### config.mk
export PLATFORM = sky130hd
export DESIGN_NAME = rv32i_id_fwd_flat
export DESIGN_NICKNAME = d
export VERILOG_FILES = /design/src/rtl/rv32i_id_fwd_if.sv /design/src/rtl/rv32i_id_fwd.sv /design/src/flat_wrapper.sv
export SDC_FILE = /design/constraint.sdc
export NUM_CORES = 1
export LEC_CHECK = 0
export ABC_AREA = 1
export CAP_MARGIN = 25
export CORE_MARGIN = 2
export CORE_UTILIZATION = 30
export CTS_BUF_LIST = sky130_fd_sc_hd__clkbuf_4 sky130_fd_sc_hd__clkbuf_8
export DETAILED_ROUTE_END_ITERATION = 8
export GPL_TIMING_DRIVEN = 0
export SLEW_MARGIN = 20
export SYNTH_ARGS = -nofsm -noshare
export SYNTH_HDL_FRONTEND = slang
export SYNTH_SLANG_ARGS = --single-unit
### constraint.sdc
create_clock -name clk -period 1.8 [get_ports clk]
set_input_delay 0.18 -clock clk [delete_from_list [all_inputs] [get_ports clk]]
set_output_delay 0.18 -clock clk [all_outputs]
set_load 0.005 [all_outputs]
### src/rtl/rv32i_id_fwd_if.sv
// Decode-stage operand bus: ifTop/regfile/forwarding inputs and the exTop pipeline outputs.
// Statistics counters appear only when RV32I_ID_FWD_STATS_EN is defined.
interface rv32i_id_fwd_if #(
    parameter int XLEN = 32
);
    logic            valid_in;
    logic [31:0]     pc_in;
    logic [31:0]     iw_in;
    logic [4:0]      rs1_reg_out;
    logic [4:0]      rs2_reg_out;
    logic [XLEN-1:0] rs1_data_in;
    logic [XLEN-1:0] rs2_data_in;
    logic            df_ex_enable;
    logic            df_ex_is_load;
    logic [4:0]      df_ex_reg;
    logic [XLEN-1:0] df_ex_data;
    logic            df_mem_enable;
    logic [4:0]      df_mem_reg;
    logic [XLEN-1:0] df_mem_data;
    logic            df_wb_enable;
    logic [4:0]      df_wb_reg;
    logic [XLEN-1:0] df_wb_data;
    logic            stall_out;
    logic            valid_out;
    logic            wb_en_out;
    logic [31:0]     pc_out;
    logic [31:0]     iw_out;
    logic [XLEN-1:0] rs1_val_out;
    logic [XLEN-1:0] rs2_val_out;
    logic [4:0]      wb_reg_out;
`ifdef RV32I_ID_FWD_STATS_EN
    logic [31:0]     fwd_cnt_out;
    logic [31:0]     stall_cnt_out;
    logic [15:0]     hazard_cnt_out;
`endif

    modport master (
        output valid_in, pc_in, iw_in, rs1_data_in, rs2_data_in,
               df_ex_enable, df_ex_is_load, df_ex_reg, df_ex_data,
               df_mem_enable, df_mem_reg, df_mem_data,
               df_wb_enable, df_wb_reg, df_wb_data,
        input  rs1_reg_out, rs2_reg_out, stall_out, valid_out, wb_en_out,
               pc_out, iw_out, rs1_val_out, rs2_val_out, wb_reg_out
`ifdef RV32I_ID_FWD_STATS_EN
       ,input  fwd_cnt_out, stall_cnt_out, hazard_cnt_out
`endif
    );

    modport slave (
        input  valid_in, pc_in, iw_in, rs1_data_in, rs2_data_in,
               df_ex_enable, df_ex_is_load, df_ex_reg, df_ex_data,
               df_mem_enable, df_mem_reg, df_mem_data,
               df_wb_enable, df_wb_reg, df_wb_data,
        output rs1_reg_out, rs2_reg_out, stall_out, valid_out, wb_en_out,
               pc_out, iw_out, rs1_val_out, rs2_val_out, wb_reg_out
`ifdef RV32I_ID_FWD_STATS_EN
       ,output fwd_cnt_out, stall_cnt_out, hazard_cnt_out
`endif
    );
endinterface

### src/rtl/rv32i_id_fwd.sv
// RV32I decode operand fetch: ex/mem/wb forwarding, load-use bubbles, exTop pipeline register.
// Optional forward/stall/hazard counters are enabled with RV32I_ID_FWD_STATS_EN.
module rv32i_id_fwd #(
    parameter int STALL_CYCLES = 1,
    parameter int XLEN         = 32
) (
    input logic           clk,
    input logic           reset,
    rv32i_id_fwd_if.slave bus
);
    localparam logic [6:0] OP_LUI    = 7'b0110111;
    localparam logic [6:0] OP_AUIPC  = 7'b0010111;
    localparam logic [6:0] OP_JAL    = 7'b1101111;
    localparam logic [6:0] OP_R      = 7'b0110011;
    localparam logic [6:0] OP_STORE  = 7'b0100011;
    localparam logic [6:0] OP_BRANCH = 7'b1100011;

    localparam logic [0:0] S_RUN   = 1'b0;
    localparam logic [0:0] S_STALL = 1'b1;
    localparam logic [1:0] CNT_LOAD = 2'(STALL_CYCLES - 1);

    function automatic logic bus_hit(input logic en, input logic [4:0] dst, input logic [4:0] rs);
        return en && (dst == rs) && (rs != 5'd0);
    endfunction

    // Priority ex > mem > wb > regfile; x0 is hard-wired to zero.
    function automatic logic [XLEN-1:0] fwd_val(
        input logic [4:0] rs, input logic [XLEN-1:0] rf,
        input logic ex_en, input logic [4:0] ex_rd, input logic [XLEN-1:0] ex_d,
        input logic mm_en, input logic [4:0] mm_rd, input logic [XLEN-1:0] mm_d,
        input logic wb_en, input logic [4:0] wb_rd, input logic [XLEN-1:0] wb_d);
        if (rs == 5'd0)                     return '0;
        else if (bus_hit(ex_en, ex_rd, rs)) return ex_d;
        else if (bus_hit(mm_en, mm_rd, rs)) return mm_d;
        else if (bus_hit(wb_en, wb_rd, rs)) return wb_d;
        else                                return rf;
    endfunction

    logic [0:0]      state_q, state_d;
    logic [1:0]      cnt_q, cnt_d;
    logic            valid_q, wb_en_q;
    logic [31:0]     pc_q, iw_q;
    logic [XLEN-1:0] rs1_val_q, rs2_val_q;
    logic [4:0]      wb_reg_q;

    logic [6:0]      opcode;
    logic [4:0]      rs1, rs2, rd;
    logic            rs1_used, rs2_used, wb_en, hazard, stall, load;
    logic [XLEN-1:0] rs1_val, rs2_val;

    assign opcode   = bus.iw_in[6:0];
    assign rs1      = bus.iw_in[19:15];
    assign rs2      = bus.iw_in[24:20];
    assign rd       = bus.iw_in[11:7];
    assign rs1_used = (opcode != OP_LUI) && (opcode != OP_AUIPC) && (opcode != OP_JAL);
    assign rs2_used = (opcode == OP_R) || (opcode == OP_STORE) || (opcode == OP_BRANCH);
    assign wb_en    = bus.valid_in && (opcode != OP_STORE) && (opcode != OP_BRANCH) && (rd != 5'd0);

    assign rs1_val = fwd_val(rs1, bus.rs1_data_in,
                             bus.df_ex_enable, bus.df_ex_reg, bus.df_ex_data,
                             bus.df_mem_enable, bus.df_mem_reg, bus.df_mem_data,
                             bus.df_wb_enable, bus.df_wb_reg, bus.df_wb_data);
    assign rs2_val = fwd_val(rs2, bus.rs2_data_in,
                             bus.df_ex_enable, bus.df_ex_reg, bus.df_ex_data,
                             bus.df_mem_enable, bus.df_mem_reg, bus.df_mem_data,
                             bus.df_wb_enable, bus.df_wb_reg, bus.df_wb_data);

    assign hazard = bus.valid_in && bus.df_ex_is_load &&
                    ((rs1_used && bus_hit(bus.df_ex_enable, bus.df_ex_reg, rs1)) ||
                     (rs2_used && bus_hit(bus.df_ex_enable, bus.df_ex_reg, rs2)));

    always_comb begin
        state_d = state_q;
        cnt_d   = cnt_q;
        stall   = 1'b0;
        load    = 1'b0;
        case (state_q)
            S_RUN: begin
                if (hazard) begin
                    stall = 1'b1;
                    cnt_d = CNT_LOAD;
                    if (STALL_CYCLES > 1) state_d = S_STALL;
                end else begin
                    load = 1'b1;
                end
            end
            S_STALL: begin
                stall = 1'b1;
                cnt_d = cnt_q - 2'd1;
                if (cnt_q == 2'd1) state_d = S_RUN;
            end
            default: state_d = S_RUN;
        endcase
    end

    // Pipeline register into exTop; a bubble clears valid/wb_en and holds the rest.
    always_ff @(posedge clk or negedge reset) begin
        if (!reset) begin
            state_q   <= S_RUN;
            cnt_q     <= 2'd0;
            valid_q   <= 1'b0;
            wb_en_q   <= 1'b0;
            pc_q      <= '0;
            iw_q      <= '0;
            rs1_val_q <= '0;
            rs2_val_q <= '0;
            wb_reg_q  <= '0;
        end else begin
            state_q <= state_d;
            cnt_q   <= cnt_d;
            if (load) begin
                valid_q   <= bus.valid_in;
                wb_en_q   <= wb_en;
                pc_q      <= bus.pc_in;
                iw_q      <= bus.iw_in;
                rs1_val_q <= rs1_val;
                rs2_val_q <= rs2_val;
                wb_reg_q  <= rd;
            end else begin
                valid_q <= 1'b0;
                wb_en_q <= 1'b0;
            end
        end
    end

    assign bus.rs1_reg_out = rs1;
    assign bus.rs2_reg_out = rs2;
    assign bus.stall_out   = reset && stall;
    assign bus.valid_out   = valid_q;
    assign bus.wb_en_out   = wb_en_q;
    assign bus.pc_out      = pc_q;
    assign bus.iw_out      = iw_q;
    assign bus.rs1_val_out = rs1_val_q;
    assign bus.rs2_val_out = rs2_val_q;
    assign bus.wb_reg_out  = wb_reg_q;

`ifdef RV32I_ID_FWD_STATS_EN
    logic        fwd1, fwd2;
    logic [31:0] fwd_cnt_q, stall_cnt_q;
    logic [15:0] hazard_cnt_q;

    assign fwd1 = bus_hit(bus.df_ex_enable, bus.df_ex_reg, rs1) ||
                  bus_hit(bus.df_mem_enable, bus.df_mem_reg, rs1) ||
                  bus_hit(bus.df_wb_enable, bus.df_wb_reg, rs1);
    assign fwd2 = bus_hit(bus.df_ex_enable, bus.df_ex_reg, rs2) ||
                  bus_hit(bus.df_mem_enable, bus.df_mem_reg, rs2) ||
                  bus_hit(bus.df_wb_enable, bus.df_wb_reg, rs2);

    always_ff @(posedge clk or negedge reset) begin
        if (!reset) begin
            fwd_cnt_q    <= '0;
            stall_cnt_q  <= '0;
            hazard_cnt_q <= '0;
        end else begin
            if (load && bus.valid_in && (fwd1 || fwd2))
                fwd_cnt_q <= fwd_cnt_q + {31'd0, fwd1} + {31'd0, fwd2};
            if (stall)
                stall_cnt_q <= stall_cnt_q + 32'd1;
            if ((state_q == S_RUN) && hazard)
                hazard_cnt_q <= hazard_cnt_q + 16'd1;
        end
    end

    assign bus.fwd_cnt_out    = fwd_cnt_q;
    assign bus.stall_cnt_out  = stall_cnt_q;
    assign bus.hazard_cnt_out = hazard_cnt_q;
`endif
endmodule

### src/flat_wrapper.sv
// flat-port wrapper written by rule: the top's interface ports become plain ports
module rv32i_id_fwd_flat 
#(
    parameter int STALL_CYCLES = 1,
    parameter int XLEN         = 32
)
  (clk, reset, bus_valid_in, bus_pc_in, bus_iw_in, bus_rs1_data_in, bus_rs2_data_in, bus_df_ex_enable, bus_df_ex_is_load, bus_df_ex_reg, bus_df_ex_data, bus_df_mem_enable, bus_df_mem_reg, bus_df_mem_data, bus_df_wb_enable, bus_df_wb_reg, bus_df_wb_data, bus_rs1_reg_out, bus_rs2_reg_out, bus_stall_out, bus_valid_out, bus_wb_en_out, bus_pc_out, bus_iw_out, bus_rs1_val_out, bus_rs2_val_out, bus_wb_reg_out);
  rv32i_id_fwd_if #(.XLEN(XLEN)) bus_i ();
  input logic clk;
  input logic reset;
  input wire logic [$bits(bus_i.valid_in)-1:0] bus_valid_in;
  input wire logic [$bits(bus_i.pc_in)-1:0] bus_pc_in;
  input wire logic [$bits(bus_i.iw_in)-1:0] bus_iw_in;
  input wire logic [$bits(bus_i.rs1_data_in)-1:0] bus_rs1_data_in;
  input wire logic [$bits(bus_i.rs2_data_in)-1:0] bus_rs2_data_in;
  input wire logic [$bits(bus_i.df_ex_enable)-1:0] bus_df_ex_enable;
  input wire logic [$bits(bus_i.df_ex_is_load)-1:0] bus_df_ex_is_load;
  input wire logic [$bits(bus_i.df_ex_reg)-1:0] bus_df_ex_reg;
  input wire logic [$bits(bus_i.df_ex_data)-1:0] bus_df_ex_data;
  input wire logic [$bits(bus_i.df_mem_enable)-1:0] bus_df_mem_enable;
  input wire logic [$bits(bus_i.df_mem_reg)-1:0] bus_df_mem_reg;
  input wire logic [$bits(bus_i.df_mem_data)-1:0] bus_df_mem_data;
  input wire logic [$bits(bus_i.df_wb_enable)-1:0] bus_df_wb_enable;
  input wire logic [$bits(bus_i.df_wb_reg)-1:0] bus_df_wb_reg;
  input wire logic [$bits(bus_i.df_wb_data)-1:0] bus_df_wb_data;
  output wire logic [$bits(bus_i.rs1_reg_out)-1:0] bus_rs1_reg_out;
  output wire logic [$bits(bus_i.rs2_reg_out)-1:0] bus_rs2_reg_out;
  output wire logic [$bits(bus_i.stall_out)-1:0] bus_stall_out;
  output wire logic [$bits(bus_i.valid_out)-1:0] bus_valid_out;
  output wire logic [$bits(bus_i.wb_en_out)-1:0] bus_wb_en_out;
  output wire logic [$bits(bus_i.pc_out)-1:0] bus_pc_out;
  output wire logic [$bits(bus_i.iw_out)-1:0] bus_iw_out;
  output wire logic [$bits(bus_i.rs1_val_out)-1:0] bus_rs1_val_out;
  output wire logic [$bits(bus_i.rs2_val_out)-1:0] bus_rs2_val_out;
  output wire logic [$bits(bus_i.wb_reg_out)-1:0] bus_wb_reg_out;
  assign bus_i.valid_in = bus_valid_in;
  assign bus_i.pc_in = bus_pc_in;
  assign bus_i.iw_in = bus_iw_in;
  assign bus_i.rs1_data_in = bus_rs1_data_in;
  assign bus_i.rs2_data_in = bus_rs2_data_in;
  assign bus_i.df_ex_enable = bus_df_ex_enable;
  assign bus_i.df_ex_is_load = bus_df_ex_is_load;
  assign bus_i.df_ex_reg = bus_df_ex_reg;
  assign bus_i.df_ex_data = bus_df_ex_data;
  assign bus_i.df_mem_enable = bus_df_mem_enable;
  assign bus_i.df_mem_reg = bus_df_mem_reg;
  assign bus_i.df_mem_data = bus_df_mem_data;
  assign bus_i.df_wb_enable = bus_df_wb_enable;
  assign bus_i.df_wb_reg = bus_df_wb_reg;
  assign bus_i.df_wb_data = bus_df_wb_data;
  assign bus_rs1_reg_out = bus_i.rs1_reg_out;
  assign bus_rs2_reg_out = bus_i.rs2_reg_out;
  assign bus_stall_out = bus_i.stall_out;
  assign bus_valid_out = bus_i.valid_out;
  assign bus_wb_en_out = bus_i.wb_en_out;
  assign bus_pc_out = bus_i.pc_out;
  assign bus_iw_out = bus_i.iw_out;
  assign bus_rs1_val_out = bus_i.rs1_val_out;
  assign bus_rs2_val_out = bus_i.rs2_val_out;
  assign bus_wb_reg_out = bus_i.wb_reg_out;
  rv32i_id_fwd #(.STALL_CYCLES(STALL_CYCLES), .XLEN(XLEN)) u_core (.clk(clk), .reset(reset), .bus(bus_i));
endmodule
; ---- Yosys cells after proc, flatten, opt, wreduce, memory -nomap -nowiden
; Index checks and enable logic that the tools add are counted.
[totals]
reg_bits = 138
inputBits = 246
output_inout_bits = 146
word_cells = 75
[classes]
addsub = 1
n_eq_ne = 16
mux = 18
bitwise = 1
reduce_logical = 30
[op_table]
columns = cell, count
row1 = two-way mux 32 bit, 8
row2 = equality test 5 bit, 6
row3 = logical AND 1 bit, 22
row4 = nonzero test 5 bit, 3
row5 = "equality test 7 x 6 -> 1 bit, second input constant", 2
row6 = "inequality test 7 x 6 -> 1 bit, second input constant", 2
row7 = "inequality test 7 bit, second input constant", 2
row8 = logical NOT 5 bit, 2
row9 = "equality test 7 bit, second input constant", 1
row10 = two-way mux 1 bit, 7
row11 = "inequality test 7 x 5 -> 1 bit, second input constant", 1
row12 = case mux 2 bit (2 select lines), 1
row13 = logical OR 1 bit, 3
row14 = "equality test 2 x 1 -> 1 bit, second input constant", 1
row15 = two-way mux 2 bit, 1
row16 = "inequality test 2 x 1 -> 1 bit, second input constant", 1
row17 = case mux 1 bit (2 select lines), 1
row18 = "subtractor 2 x 1 -> 2 bit, second input constant", 1
row19 = inverter 1 bit, 1

; ---- Logic depth before layout (Yosys ltp)
; Gate-level depths: netlist of run 1.
[depth]
word_depth = 9
ltp_mapped = 14
ltp_nobuf = 13

; ---- Least setup slack after synthesis of run 1
; No wires, ideal clock.
[synth_timing]
path_kind = input to register
from = input bus_iw_in[24]
to = register u_core.wb_reg_q[1], in the netlist u_core.bus.wb_reg_out[1]
setup_time_ns = 0.126
arrival_ns = 1.289
required_ns = 1.674
path_slack_ns = 0.385
stages = 12
n_path_buf = 2
path_cell_list = inv_2 nand3_1 nor2_4 nor2_2 nand3_1 nand2_1 nand2_4 nand2_8 buf_8 buf_6 nand2_1 o21ai_0
[synth_via]
elab_chain_cells = 8
word_cells_on_any_way = 9
classes_between = eq/ne: 1 / mux: 2 / reduce/logical: 6
[synth_rtl]
columns = item, line_no
row1 = "start, declared", flat_wrapper.sv:13  ; input wire logic [$bits(bus_i.iw_in)-1:0] bus_iw_in;
row2 = equality test 5 bit, rv32i_id_fwd.sv:23  ; return en && (dst == rs) && (rs != 5'd0);
row3 = logical AND 1 bit, rv32i_id_fwd.sv:23
row4 = logical AND 1 bit *, rv32i_id_fwd.sv:23
row5 = logical AND 1 bit *, rv32i_id_fwd.sv:70  ; (rs2_used && bus_hit(bus.df_ex_enable, bus.df_ex_reg, rs2)));
row6 = logical OR 1 bit *, rv32i_id_fwd.sv:69  ; ((rs1_used && bus_hit(bus.df_ex_enable, bus.df_ex_reg, rs1)) ||
row7 = logical AND 1 bit *, rv32i_id_fwd.sv:68  ; assign hazard = bus.valid_in && bus.df_ex_is_load &&
row8 = two-way mux 1 bit *, rv32i_id_fwd.sv:79  ; if (hazard) begin
row9 = two-way mux 1 bit *, rv32i_id_fwd.sv:77  ; case (state_q)
row10 = "end signal, assigned", rv32i_id_fwd.sv:118  ; wb_reg_q <= rd;
row11 = "end, declared", rv32i_id_fwd.sv:44  ; logic [4:0] wb_reg_q;
; Mark *: on every way between the ends. The rest lies on a longest branch, timed or not.
; A chain may end at the register's enable or synchronous reset.

; ---- Worst setup path in the final report of run 1
[layout_timing]
from = input bus_df_mem_reg[3]
to = register u_core.rs2_val_q[31], in the netlist u_core.bus.rs2_val_out[31]
[layout_via]
elab_chain_cells = 6
[layout_rtl]
columns = item, line_no
row1 = "start, declared", flat_wrapper.sv:21  ; input wire logic [$bits(bus_i.df_mem_reg)-1:0] bus_df_mem_reg;
row2 = equality test 5 bit, rv32i_id_fwd.sv:23
row3 = logical AND 1 bit (2 in series), rv32i_id_fwd.sv:23
row4 = two-way mux 32 bit, rv32i_id_fwd.sv:34  ; else if (bus_hit(mm_en, mm_rd, rs)) return mm_d;
row5 = two-way mux 32 bit, rv32i_id_fwd.sv:33  ; else if (bus_hit(ex_en, ex_rd, rs)) return ex_d;
row6 = two-way mux 32 bit, rv32i_id_fwd.sv:32  ; if (rs == 5'd0) return '0;
row7 = "end signal, assigned", rv32i_id_fwd.sv:117  ; rs2_val_q <= rs2_val;
row8 = "end, declared", rv32i_id_fwd.sv:43  ; logic [XLEN-1:0] rs1_val_q, rs2_val_q;
; No other way between the ends.

==> out/summary.txt, run 1 <==
Layout cells sized above 1 = 11.4%
Final Critical Period = 1.75 ns
Crit path max fanout = 10
Least-Margin Pin Slew = 0.538 ns
Vias per inst = 4.77
IO Pins = 392
Post-synth top cells = 514 x nand2_1, 255 x nand3_1, 189 x inv_1, 133 x dfrtp_1, 71 x nor2_1
Area leader, netlist = dfrtp_1
Clk_lat worst skew = 0.46 ns
First-pass DRT Iterations = 5
Sw Pwr = 2.65 mW
GRT Total Usage = 25.1%
Relative slew slack = 64.0%
Reg2reg end = u_core.bus.rs2_val_out[25]
Largest net degree at the start of global routing = 89
Htree depth = 4
Synthesized cell area = 8810 um^2
Total length of routed wires = 39500 um
Critical Path AT = 2.15 ns
Clk_skew = 0.0186 ns
Max Cap Viol = 0
Distinct cells, synth = 28
Clock power frac = 33.3%
Overall power = 8.25 mW
Post-synth EDFFs = 0
Ys flop type = dfrtp_1
Status = finished with violations
Placed cell count = 2162
Initial antenna violation count = 2
Switching Share = 32.1%
Core Util, Final = 48.8%
Routed len/inst = 17.8 um
Clock transition at path regs = 0.10 ns
P_int = 5.60 mW
Clock Sinks = 133
CP most frequent cell = nand2_1
Mean Syn Cell Area = 6.36 um^2
First-pass GRT wire length = 59600 um
Hold slack = -0.273 ns
Top-count cell post-synth = nand2_1
Worst Setup End Kind = flip-flop
# hold bufs at CTS = 3
Flop pwr share = 40.6%
Crit path required time = 2.21 ns
Hold Path Class = primary input to asynchronous set/reset pin
Die ar. = 30800 um^2
Synth area leaders = dfrtp_1 38%, nand2_1 22%, nand3_1 14%, inv_1 8.0%, a21oi_1 4.0%
Vias in the first global route = 10300
Crit Path Category = primary input to flip-flop
Vias = 10600
Pwr per Cell Area = 588 nW/um^2
Starting Density = 30.6%
Area grow syn2layout = 59.3%
Critical path buffer and inverter count = 5
Ys async rst share = 100%
YS warnings = 0
Leak = 7.26 nW
FMAX = 572 MHz
R2R Setup Slk = 0.47 ns
Final Hold Vio Count = 87
Peak supply drop = 376 uV
Yosys top cell area share = 37.8%
IO buf count = 391
Origin of the critical flop-to-flop path = u_core.state_q
Slowest-stage cell, CP = clkdlybuf4s50_1
Initial DRC Count = 910
# nets final = 2071
Reg2Reg Depth = 8
Post-Syn Nets = 1633
Register area share after synthesis = 37.8%
Num rows = 62
Maximum clock path buffer count = 2
Max-slew violations = 0
Final setup vio count = 0
GPL Wtd Cong = 0.912
Final Instance Count excl. Fillers = 2223
CTS tree = built
Die Span Y = 175 um
Crit path cell chain = clkdlybuf4s50_1 > inv_1 > nand2_1 > nand2_1 > inv_1 > nand2_1 > nor2_4 > buf_2 > nand3_1 > nand2_1 > inv_1 > a21oi_1 > nand2_1 > nand2_1
CP max stage delay = 0.51 ns
Die width = 175 um
Total grt overflow = 0
DRT antenna net count = 0
Detailed placer's ending HPWL = 29800 um
Fin crit share = 97.1%
Synth Register Bits = 133
Delay-heaviest family, CP = buffers and inverters
CORE AREA = 28800 um^2
DRC violations left = 0
Combinational power share = 26.1%
Clk root buf = clkbuf_8
Num CTS Buffers = 17
Violated checks = negative hold slack
Startpoint Class = primary input
Post-synthesis cell count = 1386
layer usage:
metal	track usage (%)	part of all wire [%]
met5	0	0
met1	31.4	41
met3	7.62	10
met2	42.2	47
met4	6.71	2.0
flip-flops by register name (all words and copies together), names as in the netlist:
name,flops
u_core.bus.iw_out,28
u_core.bus.pc_out,32
u_core.bus.rs1_val_out,32
u_core.bus.rs2_val_out,32
u_core.bus.valid_out,1
u_core.bus.wb_en_out,1
u_core.bus.wb_reg_out,4
u_core.cnt_q,2
u_core.state_q,1
worst max path at each step:
stage / end / cells after the start / slack, ns / startpoint
after floorplan: u_core.bus.wb_reg_out[1] / 12 / 0.39 / bus_iw_in[24]
after global placement: u_core.bus.pc_out[20] / 1 / -5.37 / reset
after detailed placement: bus_stall_out / 11 / -0.93 / bus_iw_in[23]
after CTS: bus_stall_out / 10 / -0.11 / bus_iw_in[4]
after global routing: u_core.bus.rs2_val_out[31] / 14 / -0.01 / bus_df_mem_reg[3]
final: u_core.bus.rs2_val_out[31] / 14 / 0.05 / bus_df_mem_reg[3]
cells in the final DEF, fill, tap and decap left out, drive strengths merged:
cell type and count:
a21oi 70, nand4 1, clkinv 7, buf 104
clkinvlp 1, dlygate4sd2 1, nor2 84, nor3 2
bufinv 1, a21boi 1, clkbuf 48, o21ai 21
nand2 517, nand3 255, ha 1, dlygate4sd3 1
o31ai 1, diode 2, xnor2 3, inv 207
dlymetal6s2s 12, clkdlybuf4s50 366, dfrtp 133
power by group through the flow:
stage	clock network, mW	logic, mW	registers [mW]
finish	2.74	2.16	3.35
global route	2.94	2.35	3.38
CTS	2.81	2.14	3.35
detailed placement	0	2.09	3.40
global placement	0	2.08	3.40
floorplan	0	0.666	3.40
worst register-to-register path: stages, from the launching register on:
cell and delay [ns]:
dfrtp_1 0.37, clkinv_2 0.16, nand2_8 0.15, nor2_4 0.06, buf_4 0.13, buf_6 0.12
buf_4 0.14, nand2_1 0.06, nand2_1 0.04
cell type report:
class                           instances  area [um^2]
Fill cell                            3000        14700
Multi-Input combinational cell        956         4240
Timing Repair Buffer                  420         4190
Sequential cell                       133         3330
Inverter                              202          759
Buffer                                 94          637
Tap cell                              384          480
Clock buffer                           18          248
Clock inverter                         14          155
Antenna cell                            2         5.00
timing repair:
item	in CTS	in global routing
resized for setup	40	75
buffers inserted	7	18
endpoints found under the setup margin	130	99
pin swaps	8	17
endpoints found under the hold margin	46	87
cloned	0	0
logic make-up after synthesis:
kind of cell	count (synthesis)	synth area share (%)
AND/OR/NAND/NOR	859	41.2
buffers and inverters	297	15.3
flip-flops	133	37.8
AO/OA/AOI/OAI	93	5.34
XOR/XNOR	3	0.298
adder cells (fa/ha/maj)	1	0.142
metrics by stage:
stage	instance area (um^2)	TNS (ns)	worst slack, ns
5_1_grt	14000	-0.0238	-0.0129
4_1_cts	13800	-0.834	-0.115
2_1_floorplan	8810	0	0.385
6_report	14000	0	0.0515
3_3_place_gp	13200	-800.56	-5.37
3_5_place_dp	13200	-85.56	-0.931
(Power assumes the default switching activity.)
==> run 2, diff against run 1 <==
Settings changed: PLACE_DENSITY from default to 0.68.
==> run 2 against run 1 <==
The run still ends with negative hold slack left. Hold slack worse by 0.099 ns. Routed wire length down 3.5%. Count of clock-buffer cells in the layout unchanged. Die area unchanged. Sequential share of layout area up 0.070 points. Utilization down 0.16 points. Critical path depth down 2. Largest power group unchanged.
==> out/summary.txt, run 2 (synthesis results as in run 1) <==
DRC violations left = 0 (unchanged)
Fin area = 14000 um^2 (about the same)
Worst Setup End Kind = flip-flop (unchanged)
Overall power = 8.29 mW (was 8.25 mW)
First-pass GRT wire length = 58400 um (was 59600 um)
Initial DRC Count = 926 (was 910)
Num CTS Buffers = 17 (unchanged)
FMAX = 574 MHz (was 572 MHz)
Flop pwr share = 40.3% (was 40.6%)
Worst Setup SP = bus_df_wb_reg[2] (was bus_df_mem_reg[3])
Crit path required time = 2.21 ns (about the same)
Startpoint Class = primary input (unchanged)
Total grt overflow = 0 (unchanged)
Max-slew violations = 0 (unchanged)
Status = finished with violations (unchanged)
Maximum clock path buffer count = 2 (unchanged)
Peak supply drop = 387 uV (was 376 uV)
Die Span Y = 175 um (unchanged)
Largest net degree at the start of global routing = 75 (was 89)
IO buf count = 391 (unchanged)
Max Cap Viol = 0 (unchanged)
Violated checks = negative hold slack (unchanged)
Die ar. = 30800 um^2 (unchanged)
CP max stage delay = 0.51 ns (about the same)
Placed cell count = 2162 (unchanged)
Hold Path Class = primary input to asynchronous set/reset pin (unchanged)
Area grow syn2layout = 58.7% (was 59.3%)
Vias = 10600 (about the same)
Clock Sinks = 133 (unchanged)
Pwr per Cell Area = 592 nW/um^2 (was 588 nW/um^2)
CTS tree = built (unchanged)
First-pass DRT Iterations = 6 (was 5)
Critical Path AT = 2.15 ns (about the same)
Clk_lat worst skew = 0.47 ns (was 0.46 ns)
Origin of the critical flop-to-flop path = u_core.state_q (unchanged)
Clock power frac = 33.9% (was 33.3%)
Critical path buffer and inverter count = 2 (was 5)
DRT antenna net count = 0 (unchanged)
Layout cells sized above 1 = 11.2% (was 11.4%)
Num rows = 62 (unchanged)
IO Pins = 392 (unchanged)
CORE AREA = 28800 um^2 (unchanged)
Clk_skew = 0.0127 ns (was 0.0186 ns)
Combinational power share = 25.8% (was 26.1%)
Detailed placer's ending HPWL = 29100 um (was 29800 um)
Least-Margin Pin Slew = 0.570 ns (was 0.538 ns)
Crit path cell chain = clkdlybuf4s50_1 > nand2_1 > nand2_1 > nand3_1 > nor2_4 > nand2_2 > buf_2 > nand2_1 > nand3_1 > a21oi_1 > nand2_1 > nand2_1 (was clkdlybuf4s50_1 > inv_1 > nand2_1 > nand2_1 > inv_1 > nand2_1 > nor2_4 > buf_2 > nand3_1 > nand2_1 > inv_1 > a21oi_1 > nand2_1 > nand2_1)
Hold slack = -0.373 ns (was -0.273 ns)
P_int = 5.78 mW (was 5.60 mW)
Leak = 7.18 nW (was 7.26 nW)
Delay-heaviest family, CP = simple AND/OR/NAND/NOR gates (was buffers and inverters)
Final Instance Count excl. Fillers = 2223 (unchanged)
CP most frequent cell = nand2_1 (unchanged)
Fin crit share = 96.8% (was 97.1%)
Clk root buf = clkbuf_8 (unchanged)
GRT Total Usage = 24.4% (was 25.1%)
Most frequent cells in the layout = 510 x nand2_1, 366 x clkdlybuf4s50_1, 253 x nand3_1, 185 x inv_1, 133 x dfrtp_1 (was 511 x nand2_1, 366 x clkdlybuf4s50_1, 253 x nand3_1, 185 x inv_1, 132 x dfrtp_1)
Initial antenna violation count = 2 (unchanged)
Htree depth = 4 (unchanged)
Dpl cell area = 13200 um^2 (unchanged)
Commonest non-fill, non-tap cell in the layout = nand2_1 (unchanged)
Relative slew slack = 62.0% (was 64.0%)
# nets final = 2072 (was 2071)
Slowest-stage cell, CP = clkdlybuf4s50_1 (unchanged)
Clock transition at path regs = 0.08 ns (was 0.10 ns)
Final Hold Vio Count = 60 (was 87)
Vias per inst = 4.75 (was 4.77)
Final Critical Period = 1.74 ns (was 1.75 ns)
Switching Share = 30.2% (was 32.1%)
Unrepaired setup endpoints after global routing = yes
Vias in the first global route = 10500 (was 10300)
Starting Density = 30.6% (unchanged)
Total length of routed wires = 38100 um (was 39500 um)
Crit Path Category = primary input to flip-flop (unchanged)
Die width = 175 um (unchanged)
Crit path max fanout = 10 (unchanged)
Final setup vio count = 0 (unchanged)
Routed len/inst = 17.2 um (was 17.8 um)
GPL Wtd Cong = 0.913 (was 0.912)
Sw Pwr = 2.50 mW (was 2.65 mW)
[run 2: cell count changes in the layout (fill, tap and decap cells not counted), sizes merged, moves of 3 or more]
| cell | delta |
|---|---|
| clkbuf | +3 |
| dlymetal6s2s | -6 |
| inv | -4 |
| dlygate4sd2 | +6 |
[run 2: power groups by stage]
stage	Sequential, mW	Clock [mW]	Combinational, mW
2_1_floorplan	3.40	0	0.666
3_3_place_gp	3.39	0	2.08
3_5_place_dp	3.39	0	2.09
4_1_cts	3.34	2.87	2.12
5_1_grt	3.37	2.99	2.33
6_report	3.34	2.81	2.13
[run 2: timing repair]
item	in CTS	in global routing
endpoints found under the hold margin	60	60
endpoints found under the setup margin	89	86
buffers inserted	21	7
pin swaps	12	14
gates resized for setup	44	65
[run 2: final timing paths]
kind	endpoint	slack [ns]	depth (start not counted)
min in group clk	u_core.bus.iw_out[6]	0.04	3
max in group asynchronous	u_core.cnt_q[1]	1.39	2
worst max-delay path	u_core.bus.rs1_val_out[17]	0.06	12
worst min register to register	u_core.bus.pc_out[8]	0.48	2
worst min-delay path	u_core.bus.rs2_val_out[19]	-0.37	1
worst max register to register	u_core.bus.rs2_val_out[16]	0.45	7
[run 2: area by class of cell]
class                   instances  area (um^2)
fillers                      2937        14800
multi-input cells             956         4240
repair buffers                420         4140
flip-flops and latches        133         3330
inverters                     202          759
plain buffers                  95          624
well taps                     384          480
clock buffers                  18          241
clock inverters                13          174
diodes                          2         5.00
[run 2: metrics by stage]
step	setup WS, ns	util, %	setup TNS (ns)
after floorplan	0.385	-	0
after global placement	-5.26	45.9	-782.59
after detailed placement	-0.970	46.0	-82.76
after CTS	-0.0257	48.2	-0.0257
after global routing	-0.0402	48.6	-0.0678
final	0.0574	48.6	0
[run 2: worst register-to-register path: stages (launching register included)]
cell	delay, ns
dfrtp_1	0.39
clkinv_2	0.15
nand2_8	0.09
nor2_4	0.20
buf_4	0.15
buf_4	0.18
nand2_1	0.08
nand2_1	0.06
[run 2: metal layers]
layer | track usage, % | share of wire, %
met3 | 6.75 | 8.6
met2 | 41.3 | 47
met1 | 30.2 | 42
met4 | 7.61 | 2.3
met5 | 0 | 0
==> run 3, diff against run 2 <==
Settings changed: CELL_PAD_IN_SITES_DETAIL_PLACEMENT from default to 0, CELL_PAD_IN_SITES_GLOBAL_PLACEMENT from default to 1, GPL_ROUTABILITY_DRIVEN from default to 0, PLACE_DENSITY 0.68 to 0.93, TNS_END_PERCENT from default to 20.
==> run 3 against run 2 <==
The flow still finishes with violations (negative hold slack). Routed wire length grew 0.53%. Clock power about the same. Critical path depth increased by 2. Setup slack worse by 0.0099 ns. Sequential power about the same. Non-clock buffer count fell by 13. Register-to-register slack about the same. Final cell count shrank 0.67%. Maximum frequency fell by 0.56%. Hold slack better by 0.0054 ns. Power hardly changed. Critical endpoint is now u_core.bus.rs2_val_out[30]. Largest power group unchanged. Highest routed layer unchanged.
==> out/summary.txt, run 3 (synthesis results as in run 1) <==
Status = finished with violations (unchanged)
Violated checks = negative hold slack (unchanged)
Largest net degree at the start of global routing = 79 (was 75)
Delay-heaviest family, CP = buffers and inverters (was simple AND/OR/NAND/NOR gates)
IO Pins = 392 (unchanged)
Relative slew slack = 60.5% (was 62.0%)
Vias per inst = 4.79 (was 4.75)
Total grt overflow = 0 (unchanged)
Maximum clock path buffer count = 2 (unchanged)
Least-Margin Pin Slew = 0.592 ns (was 0.570 ns)
CTS tree = built (unchanged)
Initial DRC Count = 895 (was 926)
# nets final = 2059 (was 2072)
CORE AREA = 28800 um^2 (unchanged)
Crit path max fanout = 10 (unchanged)
Worst Setup End Kind = flip-flop (unchanged)
Num CTS Buffers = 17 (unchanged)
FILL cells = 2936 (was 2937)
R2R Setup Slk = 0.46 ns (was 0.45 ns)
IO buf count = 391 (unchanged)
Clock transition at path regs = 0.10 ns (was 0.08 ns)
Critical path buffer and inverter count = 5 (was 2)
Routed len/inst = 17.4 um (was 17.2 um)
GRT Total Usage = 24.6% (was 24.4%)
Detailed placer's ending HPWL = 29100 um (about the same)
Reg2Reg Depth = 6 (was 7)
CP most frequent cell = nand2_1 (unchanged)
Die width = 175 um (unchanged)
Hold Path Class = primary input to asynchronous set/reset pin (unchanged)
Crit Path Category = primary input to flip-flop (unchanged)
Starting Density = 30.6% (unchanged)
Vias in the first global route = 10800 (was 10500)
Fin crit share = 97.4% (was 96.8%)
Initial antenna violation count = 0 (was 2)
Unrepaired setup endpoints after global routing = yes (unchanged)
Max-slew violations = 0 (unchanged)
Die Span Y = 175 um (unchanged)
Die ar. = 30800 um^2 (unchanged)
CP max stage delay = 0.51 ns (about the same)
Final Hold Vio Count = 56 (was 60)
Startpoint Class = primary input (unchanged)
Clk_skew = 0.0200 ns (was 0.0127 ns)
# diodes = 0 (was 2)
Total length of routed wires = 38300 um (was 38100 um)
Most frequent cells in the layout = 508 x nand2_1, 367 x clkdlybuf4s50_1, 254 x nand3_1, 185 x inv_1, 133 x dfrtp_1 (was 510 x nand2_1, 366 x clkdlybuf4s50_1, 253 x nand3_1, 185 x inv_1, 133 x dfrtp_1)
Clk root buf = clkbuf_8 (unchanged)
Htree depth = 4 (unchanged)
Placed cell count = 2162 (unchanged)
Crit path required time = 2.18 ns (was 2.21 ns)
Final Instance Count excl. Fillers = 2208 (was 2223)
Clk_lat worst skew = 0.45 ns (was 0.47 ns)
Setup TNS = 0 ns (unchanged)
First-pass GRT wire length = 59100 um (was 58400 um)
Peak supply drop = 677 uV (was 387 uV)
Layout cells sized above 1 = 10.6% (was 11.2%)
Slowest-stage cell, CP = buf_1 (was clkdlybuf4s50_1)
Final Critical Period = 1.75 ns (was 1.74 ns)
DRC violations left = 0 (unchanged)
Critical Path AT = 2.13 ns (was 2.15 ns)
Final setup vio count = 0 (unchanged)
DRT antenna net count = 0 (unchanged)
Area grow syn2layout = 57.7% (was 58.7%)
Commonest non-fill, non-tap cell in the layout = nand2_1 (unchanged)
FMAX = 571 MHz (was 574 MHz)
Num rows = 62 (unchanged)
CP Depth = 14 (was 12)
Vias = 10600 (about the same)
Clock Sinks = 133 (unchanged)
Max Cap Viol = 0 (unchanged)
Leak = 7.15 nW (was 7.18 nW)
Crit path cell chain = dlygate4sd2_1 > inv_1 > nand2_1 > nand2_1 > inv_1 > nand2_1 > nor2_2 > buf_4 > nand2_2 > buf_1 > nor2_1 > a21oi_1 > nand2_2 > nand2_1 (was clkdlybuf4s50_1 > nand2_1 > nand2_1 > nand3_1 > nor2_4 > nand2_2 > buf_2 > nand2_1 > nand3_1 > a21oi_1 > nand2_1 > nand2_1)
First-pass DRT Iterations = 6 (unchanged)
Hold slack = -0.367 ns (was -0.373 ns)
Pwr per Cell Area = 596 nW/um^2 (was 592 nW/um^2)
run 3: layout make-up:
type	instances	area (um^2)	share of cell area (%)
Clock inverter	14	166	1.20
Inverter	202	761	5.47
Sequential cell	133	3330	23.9
Timing Repair Buffer	408	4040	29.1
Multi-Input combinational cell	956	4250	30.6
Buffer	94	637	4.58
Tap cell	384	480	3.46
Clock buffer	17	234	1.68
run 3: final timing paths:
check,startpoint,end
max,bus_df_ex_reg[3],u_core.bus.rs2_val_out[30]
max in group asynchronous,reset,u_core.state_q
min,reset,u_core.bus.rs2_val_out[14]
min reg2reg,u_core.bus.iw_out[25],u_core.bus.iw_out[25]
max reg2reg,u_core.state_q,u_core.bus.rs2_val_out[20]
min in group clk,bus_iw_in[0],u_core.bus.iw_out[0]
run 3: repair_timing:
item                                   in CTS  in global routing
endpoints found under the hold margin      56                 56
cloned                                      0                  0
setup endpoints to repair                 131                 77
setup buffers                               9                  7
pin swaps                                  11                 10
resized for setup                          50                 73
run 3: where the power goes:
group | internal (mW) | switching (mW) | total, mW
clock network | 1.27 | 1.54 | 2.81
registers | 3.21 | 0.140 | 3.35
logic | 1.17 | 0.956 | 2.13
total | 5.65 | 2.64 | 8.29
run 3: layer usage:
layer / part of all wire (%) / vias to the layer above / wire (um) / track usage [%]
met3: 8.8 / 45 / 3380 / 6.30
met1: 41 / 4926 / 15800 / 30.1
met5: 0 / - / 0 / 0
li1: - / 5108 / - / -
met4: 2.1 / 0 / 796 / 6.71
met2: 48 / 498 / 18400 / 42.9
run 3: worst register-to-register path, cell delays in order (launching register included):
cell	delay, ns
dfrtp_1	0.42
inv_4	0.14
nand2_8	0.09
nor2_4	0.24
buf_4	0.24
nand2_1	0.11
nand2_1	0.07
run 3: through the flow:
stage / power [mW] / instance area [um^2] / setup slack [ns] / util [%]
6_report: 8.29 / 13900 / 0.0475 / 48.3
5_1_grt: 8.66 / 13900 / -0.0298 / 48.3
4_1_cts: 8.31 / 13800 / -0.0648 / 47.8
3_5_place_dp: 5.48 / 13200 / -1.09 / 46.0
3_3_place_gp: 5.47 / 13200 / -5.13 / 45.9
2_1_floorplan: 4.07 / 8810 / 0.385 / -
